--- src/rtl/load_store_unit.sv ---
// load_store_unit: single-outstanding load/store over a req/gnt/rvalid data-memory port
// with byte-lane steering, load extension and alignment/funct3 exception reporting.
module load_store_unit #(
    parameter int ADDR_WIDTH = 32
) (
    input  logic                  clk,
    input  logic                  rst,
    input  logic                  ex_valid,
    input  logic                  ex_is_load,
    input  logic                  ex_is_store,
    input  logic [2:0]            ex_funct3,
    input  logic [ADDR_WIDTH-1:0] ex_addr,
    input  logic [31:0]           ex_store_data,
    input  logic [4:0]            ex_rd,
    input  logic                  flush,
    output logic                  lsu_busy,
    output logic                  mem_req,
    output logic                  mem_we,
    output logic [ADDR_WIDTH-1:0] mem_addr,
    output logic [31:0]           mem_wdata,
    output logic [3:0]            mem_wstrb,
    input  logic                  mem_gnt,
    input  logic                  mem_rvalid,
    input  logic [31:0]           mem_rdata,
    output logic                  wb_valid,
    output logic                  wb_we,
    output logic [4:0]            wb_rd,
    output logic [31:0]           wb_data,
    output logic                  wb_exc,
    output logic [1:0]            wb_exc_cause
);
    typedef enum logic [1:0] {IDLE, REQ, WAIT, DONE} state_t;
    state_t state_q, state_n;
    logic killed_q, killed_n, accept, illegal, misal, op_load, done_n, cur_load;
    logic wb_valid_q, wb_we_q;
    logic [1:0] in_cause, cause_q, cur_cause, a_q;
    logic [2:0] f3_q;
    logic [4:0] rd_q, cur_rd;
    logic [7:0] bsel;
    logic [15:0] hsel;
    logic [31:0] ext, wdata_n;
    logic [3:0] wstrb_n;
    always_comb begin
        accept = ex_valid & (ex_is_load | ex_is_store) & ~flush;
        illegal = ex_is_load ? (ex_funct3 == 3'd3 || ex_funct3[2:1] == 2'b11) : (ex_funct3 >= 3'd3);
        misal = ((ex_funct3[1:0] == 2'd1) & ex_addr[0]) | ((ex_funct3[1:0] == 2'd2) & (|ex_addr[1:0]));
        in_cause = illegal ? 2'b11 : misal ? (ex_is_load ? 2'b01 : 2'b10) : 2'b00;
        wdata_n = ex_funct3[1:0] == 2'd0 ? {4{ex_store_data[7:0]}} :
                  ex_funct3[1:0] == 2'd1 ? {2{ex_store_data[15:0]}} : ex_store_data;
        wstrb_n = ex_is_load ? 4'b0000 :
                  ex_funct3[1:0] == 2'd0 ? 4'b0001 << ex_addr[1:0] :
                  ex_funct3[1:0] == 2'd1 ? 4'b0011 << ex_addr[1:0] : 4'b1111;
        bsel = 8'(mem_rdata >> {a_q, 3'b000});
        hsel = 16'(mem_rdata >> {a_q[1], 4'b0000});
        ext = f3_q == 3'd0 ? {{24{bsel[7]}}, bsel} :
              f3_q == 3'd4 ? {24'd0, bsel} :
              f3_q == 3'd1 ? {{16{hsel[15]}}, hsel} :
              f3_q == 3'd5 ? {16'd0, hsel} : mem_rdata;
        state_n = state_q;
        case (state_q)
            IDLE: state_n = accept ? (in_cause != 2'b00 ? DONE : REQ) : IDLE;
            REQ:  state_n = mem_gnt ? (op_load ? WAIT : (flush ? IDLE : DONE)) : (flush ? IDLE : REQ);
            WAIT: state_n = mem_rvalid ? ((killed_q | flush) ? IDLE : DONE) : WAIT;
            DONE: state_n = IDLE;
        endcase
        // A load flushed at grant time still owes a response, so the kill is remembered in WAIT
        killed_n = (state_q == IDLE) ? 1'b0 : killed_q | flush;
        done_n = state_n == DONE;
        cur_load = (state_q == IDLE) ? ex_is_load : op_load;
        cur_rd = (state_q == IDLE) ? ex_rd : rd_q;
        cur_cause = (state_q == IDLE) ? in_cause : cause_q;
    end
    always_ff @(posedge clk or posedge rst) begin
        if (rst) begin
            state_q      <= IDLE;
            killed_q     <= 1'b0;
            op_load      <= 1'b0;
            a_q          <= '0;
            f3_q         <= '0;
            rd_q         <= '0;
            cause_q      <= '0;
            lsu_busy     <= 1'b0;
            mem_req      <= 1'b0;
            mem_we       <= 1'b0;
            mem_addr     <= '0;
            mem_wdata    <= '0;
            mem_wstrb    <= '0;
            wb_valid_q   <= 1'b0;
            wb_we_q      <= 1'b0;
            wb_rd        <= '0;
            wb_data      <= '0;
            wb_exc       <= 1'b0;
            wb_exc_cause <= '0;
        end else begin
            state_q  <= state_n;
            killed_q <= killed_n;
            lsu_busy <= state_n != IDLE;
            mem_req  <= state_n == REQ;
            if (state_q == IDLE && accept) begin
                op_load <= ex_is_load;
                a_q     <= ex_addr[1:0];
                f3_q    <= ex_funct3;
                rd_q    <= ex_rd;
                cause_q <= in_cause;
            end
            if (state_q == IDLE && state_n == REQ) begin
                mem_we    <= ~ex_is_load;
                mem_addr  <= {ex_addr[ADDR_WIDTH-1:2], 2'b00};
                mem_wdata <= wdata_n;
                mem_wstrb <= wstrb_n;
            end
            wb_valid_q   <= done_n;
            wb_we_q      <= done_n & cur_load & (cur_cause == 2'b00);
            wb_rd        <= done_n ? cur_rd : 5'd0;
            wb_data      <= (done_n && state_q == WAIT) ? ext : 32'd0;
            wb_exc       <= done_n & (cur_cause != 2'b00);
            wb_exc_cause <= done_n ? cur_cause : 2'b00;
        end
    end
    // Flush arriving during DONE still cancels the completion
    assign wb_valid = wb_valid_q & ~flush;
    assign wb_we    = wb_we_q & ~flush;
endmodule

--- config.mk ---
export PLATFORM = sky130hd
export DESIGN_NAME = load_store_unit
export DESIGN_NICKNAME = d
export VERILOG_FILES = /design/src/rtl/load_store_unit.sv
export SDC_FILE = /design/constraint.sdc
export NUM_CORES = 1
export LEC_CHECK = 0
export BUFFER_PORTS_ARGS = -buffer_cell sky130_fd_sc_hd__buf_2
export CAP_MARGIN = 10
export CELL_PAD_IN_SITES_DETAIL_PLACEMENT = 1
export CELL_PAD_IN_SITES_GLOBAL_PLACEMENT = 1
export CORE_MARGIN = 3
export CORE_UTILIZATION = 34
export CTS_CLUSTER_SIZE = 8
export DETAILED_ROUTE_END_ITERATION = 6
export PLACE_DENSITY_LB_ADDON = 0.1
export SYNTH_ARGS = -nofsm -noshare
export SYNTH_HDL_FRONTEND = slang
export SYNTH_SLANG_ARGS = --single-unit
--- constraint.sdc ---
create_clock -name clk -period 3.7 [get_ports clk]
set_clock_uncertainty 0.05 [all_clocks]
set_input_delay 0.185 -clock clk [delete_from_list [all_inputs] [get_ports clk]]
set_output_delay 0.185 -clock clk [all_outputs]
set_load 0.01 [all_outputs]
==> impl_results.md <==
- Die area: about 19000 sq um
- DR vias/cell: 4.94
- Worst-Skew Late Latency: 410 ps
- Antenna violations before repair: 0
- Clock network power share: roughly 29%
- Path depth of the worst reg2reg path: 5
- Post-route minimum period: about 2600 ps
- Critical path origin: f3_q[1]
- Synth area leaders: dfrtp_1 (55%), mux2_1 (9.5%), mux2i_1 (5.7%)
- Met1 Use GR: about 22%
- Die extent in y: ~140 microns
- Share of cells above drive strength 1: 36.6%
- Final setup vio count: 0
- Clock Path Buffers: 2
- Worst reg2reg endpoint: wb_data[15]
- All-Layer GR Usage: between 10% and 20%
- Comb pwr share: between 30% and 40%
- Ports: 225
- Avg WL per Cell: 17.7 microns
- Endpoint class of the critical path: register
- Worst slew pin tran: between 1000 and 1500 ps
- Core ar.: about 17000 sq um
- Grt met3 use: ~6.1%
- Cell with the most instances after synthesis: dfrtp_1
- Final ANT Viol Nets: 0
- Clk slew on worst S/H paths: approximately 60 ps
- Area leader, netlist: dfrtp_1
- EDFF count, synth: 0
- Number of global-route vias before repair: 5270
- Worst Hold Class: input pin to async pin
- Unrepaired setup endpoints after global routing: no
- TritonCTS Buffers: 17
- Met2 GRT Util: 33.4%
- Crit path to: wb_data[15]
- Final hold vios: 34
- Hpwl dp: between 10000 and 15000 microns
- Worst reg2reg setup slack: roughly 1100 ps
- Post-Place Worst Slack: ~1400 ps
- Post-synth top flop: dfrtp_1
- WP data required: about 4000 ps
- Synth cell count leaders: dfrtp_1 (127), nand2_1 (66), mux2_1 (49)
- Worst Path Arrival: 2910 ps
- CP Class: register to register
- FMAX: roughly 0.38 GHz
- Fin Setup TNS: 0 ps
- Final Max Slew Viols: 0
- Routability cong.: around 0.8
- CP Launch Type: register
- Total gr overflow: 0
- Fin crit share: between 70% and 80%
- Largest net degree at the start of global routing: 85
- TritonCTS clock tree: done
- Drt first-iter violations: 198
- Share of the synthesized area in the top cell type: 55.0%
- Slew headroom: between 20% and 30%
- Failing checks: hold timing
- Switching pwr: about 0.002 W
- Synth cell types: 42
- Via count: a little under 5000
- Root Driver: clkbuf_16
- Row count: 47
- Critical Path Fanout Max: 25
- Pwr dens: slightly above 700 nW/um^2
- First-pass GRT wire length: ~27000 microns
- H-tree levels: 4
- Most used routing layer: met2
- Fillers: about 1800
- Layout Nets: slightly below 900
- Reg power frac: between 30% and 40%
- Die width: between 100 and 150 microns
- # DRC: 0
- Synth-to-Final Area Change: 40.9%
- Fin Hold WS: -47.5 ps
- Finished Core Util: between 40% and 50%
- CTS Sinks: ~130
- Ys Warns: 0
- Register bit total from synthesis: ~130
- Sequential fraction of the synthesis area: around 55%
- Leakage: around 4.2 nW
- Syn_area_per_cell: around 12 sq um
- Cells after Synth: about 500
- Post-route worst setup slack: roughly 1100 ps
- First-pass detailed-route iteration total: 4
- Routed Wire Length: between 15000 and 20000 microns
- FF-to-FF Start: f3_q[1]
- Starting density of the core: a little over a third
- Switch share: approximately a third
- Max-cap violations: 0
- Netlist Area Pre-Place: between 5000 and 6000 sq um
- I/O Buffers: 222
- N_diodes: 0
- Resized Gates After CTS: 0
- Outcome: complete, but fails checks
- Internal: between 0.003 and 0.004 W
- Async SR Flop Fraction: 100%
- VDD IR max: between 0.3 and 0.4 mV
cell families (layout without fill, tap and decap cells):
family / after synthesis / after routing / share of synthesized area (%)
DFF: 127 / 127 / 55.0
and+or+nand+nor: 132 / 132 / 10.6
other: 1 / 2 / 0.0649
muxes: 94 / 94 / 19.4
AOI/OAI and AO/OA: 92 / 92 / 9.87
buffers and inverters: 48 / 320 / 4.20
adders and majority gates: 4 / 4 / 0.866
metrics by stage:
stage	hold slack (ps)	instances	total power (W)	cell area, sq um
finish	-47.5	991	0.00580	8140
global route	17.4	991	0.00617	8140
CTS	1.72	991	0.00588	8140
detailed placement	352	910	0.00412	7040
global placement	347	910	0.00403	7040
floorplan	240	499	0.00333	5780
worst min path at each step:
stage,end,slack [ps]
4_1_cts,wb_data[9],2
5_1_grt,wb_data[13],20
6_report,wb_data[17],-50
2_1_floorplan,rd_q[0],240
3_5_place_dp,mem_addr[10],350
3_3_place_gp,mem_addr[18],350
layout make-up:
type / count / area [sq um] / share of cell area (%)
flip-flops and latches: 127 / 3180 / 39.0
well taps: 220 / 275 / 3.38
repair buffers: 279 / 1690 / 20.8
clock buffers: 17 / 425 / 5.23
multi-input cells: 324 / 2360 / 29.0
inverters: 10 / 40.0 / 0.492
clock inverters: 14 / 170 / 2.09
worst max-delay path, cell delays in order, from the launching register on:
cell and delay (ps):
dfrtp_1 710, or2_2 540, a21oi_1 80, or2_2 400
a31oi_1 190, dlygate4sd3_1 580
power by group through the flow:
stage	clock, W	combinational (W)	sequential, W
finish	0.00168	0.00189	0.00222
global route	0.00178	0.00209	0.00230
CTS	0.00172	0.00192	0.00223
detailed placement	0	0.00187	0.00225
global placement	0	0.00181	0.00222
floorplan	0	0.000983	0.00235
registers in the layout (all words and copies together), names as in the netlist, 3 cells and up:
name	flops
mem_addr	30
wb_rd	5
wb_data	32
f3_q	3
mem_wdata	32
mem_wstrb	4
rd_q	5
placed cells by master, fill, tap and decap left out, types with 16 or more instances in the layout:
master	n
nor2b_1	19
dlygate4sd3_1	50
clkbuf_16	17
a21oi_1	25
nor2_1	16
dfrtp_1	127
mux2_1	49
buf_2	222
a31oi_1	26
nor3_1	16
mux2i_1	33
o21ai_0	20
nand2_1	66
layer usage:
| metal | wire, microns | vias to the layer above |
|---|---|---|
| met5 | 0 | - |
| met1 | 7090 | 2432 |
| met2 | 8970 | 168 |
| met3 | 1250 | 24 |
| met4 | 262 | 0 |
| li1 | - | 2269 |
repair_timing:
action | in CTS | in global routing
endpoints found under the hold margin | 53 | 0
setup buffers | 0 | 0
hold buffers | 50 | 0
No activity file was read; power rests on OpenSTA's default activity.
